[config.mk]
export PLATFORM = sky130hd
export DESIGN_NAME = arb_req_stage
export DESIGN_NICKNAME = d
export VERILOG_FILES = /design/src/rtl/arb_req_stage.sv
export SDC_FILE = /design/constraint.sdc
export NUM_CORES = 1
export LEC_CHECK = 0
export ABC_AREA = 1
export BUFFER_PORTS_ARGS = -buffer_cell sky130_fd_sc_hd__buf_2
export CORE_MARGIN = 2
export CORE_UTILIZATION = 48
export CTS_BUF_LIST = sky130_fd_sc_hd__clkbuf_8
export DETAILED_ROUTE_END_ITERATION = 16
export GPL_TIMING_DRIVEN = 0
export HOLD_SLACK_MARGIN = 0.08
export PLACE_DENSITY = 0.88
export SLEW_MARGIN = 0
export SYNTH_ARGS = -nofsm -noshare
export SYNTH_HDL_FRONTEND = slang
export SYNTH_SLANG_ARGS = --single-unit
[constraint.sdc]
create_clock -name clk -period 1.1 [get_ports clk]
set_input_delay 0.165 -clock clk [delete_from_list [all_inputs] [get_ports clk]]
set_output_delay 0.165 -clock clk [all_outputs]
set_load 0.02 [all_outputs]
[src/rtl/arb_req_stage.sv]
// rtl/arb_req_stage.sv - request staging and burst beat sequencer in front of a fixed-priority arbiter
//
// Each port parks one request (pending bit + burst length) until the external
// combinational arbiter grants it. A granted port then owns a burst of len+1
// beats. Only one burst runs at a time.
//
// Ports:
//   clk, reset_n   clock and asynchronous active-low reset
//   req_valid_i    per-port request valid
//   req_len_i      per-port burst length minus one, port p at [p*LEN_W +: LEN_W]
//   req_ready_o    per-port ready (port has no request parked)
//   arb_req_o      request vector to the downstream arbiter (registered only)
//   arb_gnt_i      one-hot grant from the arbiter, same cycle
//   beat_valid_o   beat valid for the owning port
//   beat_port_o    one-hot owner of the current beat
//   beat_last_o    final beat of the burst
//   beat_ready_i   beat consumer ready
//   busy_o         burst in progress
//   err_o          sticky flag for an illegal grant

module arb_req_stage #(
    parameter int NUM_PORTS = 4,
    parameter int LEN_W     = 4
) (
    input  logic                       clk,
    input  logic                       reset_n,
    input  logic [NUM_PORTS-1:0]       req_valid_i,
    input  logic [NUM_PORTS*LEN_W-1:0] req_len_i,
    output logic [NUM_PORTS-1:0]       req_ready_o,
    output logic [NUM_PORTS-1:0]       arb_req_o,
    input  logic [NUM_PORTS-1:0]       arb_gnt_i,
    output logic                       beat_valid_o,
    output logic [NUM_PORTS-1:0]       beat_port_o,
    output logic                       beat_last_o,
    input  logic                       beat_ready_i,
    output logic                       busy_o,
    output logic                       err_o
);

    typedef enum logic {
        IDLE  = 1'b0,
        BURST = 1'b1
    } state_t;

    state_t               state;
    state_t               state_nxt;
    logic [NUM_PORTS-1:0] pending;
    logic [NUM_PORTS-1:0] owner;
    logic [LEN_W-1:0]     len_q [NUM_PORTS];
    logic [LEN_W-1:0]     cnt;
    logic [LEN_W-1:0]     gnt_len;
    logic [NUM_PORTS-1:0] accept;
    logic                 in_idle;
    logic                 gnt_nonzero;
    logic                 gnt_onehot;
    logic                 gnt_covered;
    logic                 gnt_legal;
    logic                 gnt_illegal;
    logic                 beat_fire;
    logic                 burst_done;

    assign in_idle     = (state == IDLE);
    assign accept      = req_valid_i & ~pending;

    // A grant is only trusted when it is one-hot and names a port that
    // actually has a request parked; anything else is an arbiter fault.
    assign gnt_nonzero = |arb_gnt_i;
    assign gnt_onehot  = gnt_nonzero && ((arb_gnt_i & (arb_gnt_i - NUM_PORTS'(1))) == '0);
    assign gnt_covered = ((arb_gnt_i & ~pending) == '0);
    assign gnt_legal   = in_idle && gnt_onehot && gnt_covered;
    assign gnt_illegal = in_idle && gnt_nonzero && !gnt_legal;

    assign beat_fire   = (state == BURST) && beat_ready_i;
    assign burst_done  = beat_fire && (cnt == '0);

    // Length of the granted port; the grant is one-hot when it is used.
    always_comb begin
        gnt_len = '0;
        for (int p = 0; p < NUM_PORTS; p++) begin
            if (arb_gnt_i[p]) begin
                gnt_len = gnt_len | len_q[p];
            end
        end
    end

    always_ff @(posedge clk or negedge reset_n) begin
        if (!reset_n) begin
            state <= IDLE;
        end else begin
            state <= state_nxt;
        end
    end

    always_comb begin
        state_nxt = state;
        case (state)
            IDLE:    if (gnt_legal)  state_nxt = BURST;
            BURST:   if (burst_done) state_nxt = IDLE;
            default: state_nxt = IDLE;
        endcase
    end

    // Request parking. A granted port's pending bit drops at the grant edge,
    // which reopens its ready so it can queue a follow-up during its burst.
    always_ff @(posedge clk or negedge reset_n) begin
        if (!reset_n) begin
            pending <= '0;
            for (int p = 0; p < NUM_PORTS; p++) begin
                len_q[p] <= '0;
            end
        end else begin
            for (int p = 0; p < NUM_PORTS; p++) begin
                if (gnt_legal && arb_gnt_i[p]) begin
                    pending[p] <= 1'b0;
                end else if (accept[p]) begin
                    pending[p] <= 1'b1;
                    len_q[p]   <= req_len_i[p*LEN_W +: LEN_W];
                end
            end
        end
    end

    always_ff @(posedge clk or negedge reset_n) begin
        if (!reset_n) begin
            owner <= '0;
            cnt   <= '0;
            err_o <= 1'b0;
        end else begin
            if (gnt_legal) begin
                owner <= arb_gnt_i;
                cnt   <= gnt_len;
            end else if (beat_fire && (cnt != '0)) begin
                cnt <= cnt - LEN_W'(1);
            end
            if (gnt_illegal) begin
                err_o <= 1'b1;
            end
        end
    end

    // All outputs come from registers only; arb_req_o never sees req_valid_i
    // directly, which keeps the arbiter loop free of combinational paths.
    assign req_ready_o  = ~pending;
    assign arb_req_o    = in_idle ? pending : '0;
    assign beat_valid_o = (state == BURST);
    assign beat_port_o  = beat_valid_o ? owner : '0;
    assign beat_last_o  = beat_valid_o && (cnt == '0);
    assign busy_o       = beat_valid_o;

endmodule

Yosys cells after proc, flatten, opt, wreduce, memory -nomap -nowiden

Cells that the tools add are included.

Bits of input ports: 27
Word-level logic and storage cells: 73
Bits in registers: 30

Bitwise gates (word level): 12
Add/sub/neg operators: 2
Reductions and logical operators: 28
Mux-type cells: 19

Operators by type and width:

| cell                  | number |
|---|---|
| $mux W4               | 8 |
| $logic_and A1 B1 Y1   | 13 |
| $and A4 B4 Y4         | 3 |
| $logic_not A4 Y1      | 3 |
| $or A4 B4 Y4          | 3 |
| $mux W1               | 10 |
| $reduce_bool A2 Y1    | 5 |
| $reduce_and A2 Y1     | 4 |
| $sub A4 B1 Y4 const B | 2 |
| $not A1 Y1            | 5 |
| $not A4 Y4            | 1 |
| $reduce_bool A4 Y1    | 1 |
| $reduce_or A4 Y1      | 1 |
| $pmux W1 S2           | 1 |
| $logic_not A1 Y1      | 1 |

Longest topological paths before layout

Depth in word-level cells: 9
Depth in mapped cells: 10

Worst setup path before layout

Ideal clock, no wire load.

Kind: reg-to-reg
Start point: reg pending[3]
End point: reg pending[2]
Setup time: 0.062 ns
Path slack: -0.189 ns
Arrival: 1.227 ns
Required time: 1.038 ns
Cell stages (with the launch flop): 9
Path through: dfrtp_1 -> inv_1 -> nand2_1 -> a21oi_2 -> nor2_4 -> nand2_4 -> buf_8 -> o22ai_2 -> inv_2

Cells in the longest elaborated chain, start to end: 6
Elaborated cells on any way between the ends: 7
Classes of those cells: 1 x mux; 2 x bitwise; 4 x reduce/logical

RTL lines:

| what                                          | line | source |
|---|---|---|
| from (decl)                                   | 47   | `logic [NUM_PORTS-1:0] pending;` |
| from (signal assigned)                        | 107  | `pending <= '0;` |
| from (signal, indexed assignment)             | 114  | `pending[p] <= 1'b0;` |
| from (signal, indexed assignment)             | 116  | `pending[p] <= 1'b1;` |
| $not A4 Y4 (*)                                | --   |  |
| net req_ready_o[3]                            | 29   | `output logic [NUM_PORTS-1:0] req_ready_o,` |
| $and A4 B4 Y4 (*)                             | 69   | `assign gnt_covered = ((arb_gnt_i & ~pending) == '0);` |
| $logic_not A4 Y1 (*)                          | 69   |  |
| $logic_and A1 B1 Y1 (*)                       | 70   | `assign gnt_legal = in_idle && gnt_onehot && gnt_covered;` |
| $logic_and A1 B1 Y1 (*)                       | 113  | `if (gnt_legal && arb_gnt_i[p]) begin` |
| $mux W1 or $reduce_bool A2 Y1 (tied branches) | --   |  |

Mark *: on every way through the listed nets, which the timed path passes. The rest lies on a longest branch.
A chain may end at the register's enable or synchronous reset.

Worst setup path in the final report

Start point: reg pending[1]
End point: reg owner[1]

Cells in the longest elaborated chain, start to end: 4

RTL lines:

| what                 | line | source |
|---|---|---|
| $not A4 Y4           | 69   |  |
| $and A4 B4 Y4        | 69   |  |
| $logic_not A4 Y1     | 69   |  |
| $logic_and A1 B1 Y1  | 70   |  |
| to (signal assigned) | 130  | `owner <= arb_gnt_i;` |
| to (decl)            | 48   | `logic [NUM_PORTS-1:0] owner;` |

No other way between the ends.

==> metrics list <==
- Data on the critical path is required at its endpoint by approximately 1.3 ns.
- Total cell area at the placement stage: 1850 sq um
- Setup repair after global routing could not meet its margin everywhere.
* Cell accounting for the most synthesized area: dfrtp_1
- Leading post-synthesis cells by cell area: dfrtp_1 (48%), nand2_1 (10%), mux2_2 (10%)
- Yosys cell types: 25
- For this design the static power due to leakage is between 0.001 and 0.0015 uW.
* Actual transition at the worst max-transition pin: 0.677 ns
* Post-route clock period utilization: 1.26
- Netlist area before placement: ~1600 sq um
- Clock latency on the worst-skew pair: roughly 0.28 ns
- Initial detailed-routing violation count: 59
- Global-route wire length before repair: approximately 7.4 mm
- Number of failing hold endpoints at the final stage: 0
- Input and output buffers added on the ports amount to 42.
- Average detailed-routed wire length per instance: 16.7 microns
- Residual DRC count: 0
- 43 I/O pins were placed.
- Area inside the core boundary: 3050 sq um
- During synthesis, Yosys emitted a total of 0 warnings.
- Most frequent cells in the layout: dfrtp_1 (29), buf_2 (28), nand2_1 (25), buf_6 (22), buf_4 (22)
- Sum of negative setup slack: -5.64 ns
- The initial utilization of the core area, before any placement, comes to 0.509.
* Number of max-cap violations: 0
- Fin nets: 280
- Along the worst path, the maximum fanout reaches 6.
- Of the total power, combinational logic draws 0.555.
- Worst slew slack as a fraction of its limit: 0.549
* Worst-case setup margin in the final layout: -0.281 ns
* Crit path DAT: about 1.6 ns
- Number of antenna violations at the first check in global routing: 0
- Fin crit period: 1.38 ns
- Internal power comes to between 3000 and 4000 uW.
- Final instance area: roughly 2500 sq um
- TritonCTS built the clock tree.
* Mean post-synth cell area: approximately 9.1 sq um
- Area delta synth->final: 63.9%
- The die is a little over 60 microns tall.
* Most frequent standard cell in the layout excluding fill and tap cells: dfrtp_1
* Count of nets left with antenna violations after detail routing: 0
* IR drop worst, VDD: about 1.4 mV
* 1st-pass router iterations: 4
- Summed over all nets, the half-perimeter wirelength after detailed placement is around 2.5 mm.
- Static timing analysis puts the maximum clock frequency at between 700 and 800 MHz.
- Synthesis inferred 30 register bits.
- Summing over every cut layer, the via total after detailed routing is 1546.
- For this block, the routed nets add up to 4.93 mm of wire.
- STA classifies the critical path endpoint as a register.
* Clock power share: 0.130
* Total CTS buffers: 5
* Power density relative to cell area: approximately 2400 nW/um^2
- The H-tree was split into 2 levels.
* Pins Over Slew Limit: 0
* Diodes inserted: 0
- Synth top area share: 0.483
- After floorplanning, the core was divided into 20 placement rows.
- Largest net degree at the start of global routing: 31
- Part of the Yosys area used for sequential elements: 0.483
- Synthesized instance count: 170
- Routability-driven placement finished with a final weighted congestion of about 0.8.
* Clock Path Buffers: 2
- Critical path startpoint category: register
- Finished Core Util: 0.834
- Using the TritonRoute via totals, the vias-per-cell ratio works out to between 5 and 6.
- The number of global-route vias before repair was about 1600.
- CTS sink cnt: 30
- Worst-path clk slew: about 0.060 ns
* Die Wd: between 60 and 70 microns
* Final-report setup violation count: 31
- Crit Path Class: reg2reg
- Clock tree skew after final layout: roughly 0.0013 ns
- Net Sw Frac: 0.394
- Of the cells placed in the final design, the portion with a size suffix greater than 1 is 0.649.
- The final reports fail on setup timing.
- In the global route stage, overall resource usage came out at 0.294.
* Clock tree root driver cell: clkbuf_8
* Outcome: complete, but fails checks
- The die covers around 3700 sq um.
* Flop pwr share: 0.315
* GRT overflow: 0
- The path class of the tightest hold or removal check is in2reg.
- Overall power: slightly above 6000 uW
- Post-synthesis net count: slightly below 200
- For this design the total switching power over the nets is between 2000 and 2500 uW.
[cell type report]
| cell class | instances | area, sq um |
|---|---|---|
| Sequential cell | 30 | 752 |
| Tap cell | 44 | 55.1 |
| Clock buffer | 5 | 68.8 |
| Multi-Input combinational cell | 111 | 907 |
| Timing Repair Buffer | 74 | 593 |
| Buffer | 3 | 51.3 |
| Fill cell | 180 | 508 |
| Clock inverter | 2 | 7.51 |
| Inverter | 26 | 110 |
[repair_timing]
action / 4_1_cts / 5_1_grt
setup buffers: 22 / 8
resized for setup: 78 / 20
hold buffers: 1 / 0
endpoints found under the hold margin: 30 / 0
cloned: 2 / 0
pin swaps: 15 / 8
endpoints found under the setup margin: 31 / 41
[synth_stat cells, drive strengths merged]
library cell	count
mux2	14
o21bai	1
dfrtp	30
nand2	46
clkbuf	1
inv	26
xnor2	1
nand3	9
nand4	3
o21ai	8
buf	2
a21oi	4
or2	1
ha	2
o22ai	4
nor2	18
[stage by stage]
| step | setup WS, ns | instances | hold WS, ns |
|---|---|---|---|
| 6_report | -0.281 | 295 | 0.110 |
| 3_5_place_dp | -0.247 | 256 | 0.231 |
| 3_3_place_gp | -0.263 | 256 | 0.229 |
| 2_1_floorplan | -0.120 | 170 | -0.131 |
| 4_1_cts | -0.263 | 288 | 0.107 |
| 5_1_grt | -0.331 | 295 | 0.113 |
[metal layers]
layer | part of all wire | global-route usage | wire length (microns)
met5 | 0 | 0 | 0
met4 | 0.051 | 0.186 | 249
met3 | 0.045 | 0.0640 | 223
met2 | 0.55 | 0.548 | 2710
met1 | 0.35 | 0.290 | 1740
[worst max-delay path, cell delays in order, from the launching register on]
cell and delay [ns]:
dfrtp_1 0.36, inv_2 0.07, nand2_1 0.09, nand2_2 0.07, a21oi_4 0.18, nand2_4 0.12, buf_4 0.16, buf_6 0.11
nand2_2 0.05, o21ai_2 0.05
[flip-flops by register name, summed over array words and instances (netlist names)]
register      cells
beat_valid_o      1
cnt               4
err_o             1
len_q            16
owner             4
pending           4
[power groups by stage]
stage	combinational (uW)	sequential [uW]	clock, uW
after floorplan	1490	1820	0
after global placement	1930	1860	0
after detailed placement	1990	1890	0
after CTS	3030	1890	809
after global routing	3680	1990	860
final	3420	1940	800
[cells by family after synthesis]
kind of cell    count (synthesis)  synth area share
mux                            14             0.102
fa+ha+maj                       2            0.0161
buf+inv                        29            0.0798
xor+xnor                        1           0.00564
compound gates                 17            0.0975
flops                          30             0.483
simple gates                   77             0.216
[worst paths after layout]
check | start | to | slack [ns] | cells past startpoint
worst min-delay path | req_len_i[2] | len_q[14] | 0.11 | 2
worst max register to register | pending[1] | owner[1] | -0.28 | 9
min in group asynchronous | reset_n | len_q[1] | 0.46 | 2
max in group asynchronous | reset_n | beat_valid_o | 0.17 | 2
worst min register to register | err_o | err_o | 0.48 | 1
worst max-delay path | pending[1] | owner[1] | -0.28 | 9
(Power assumes the default switching activity.)
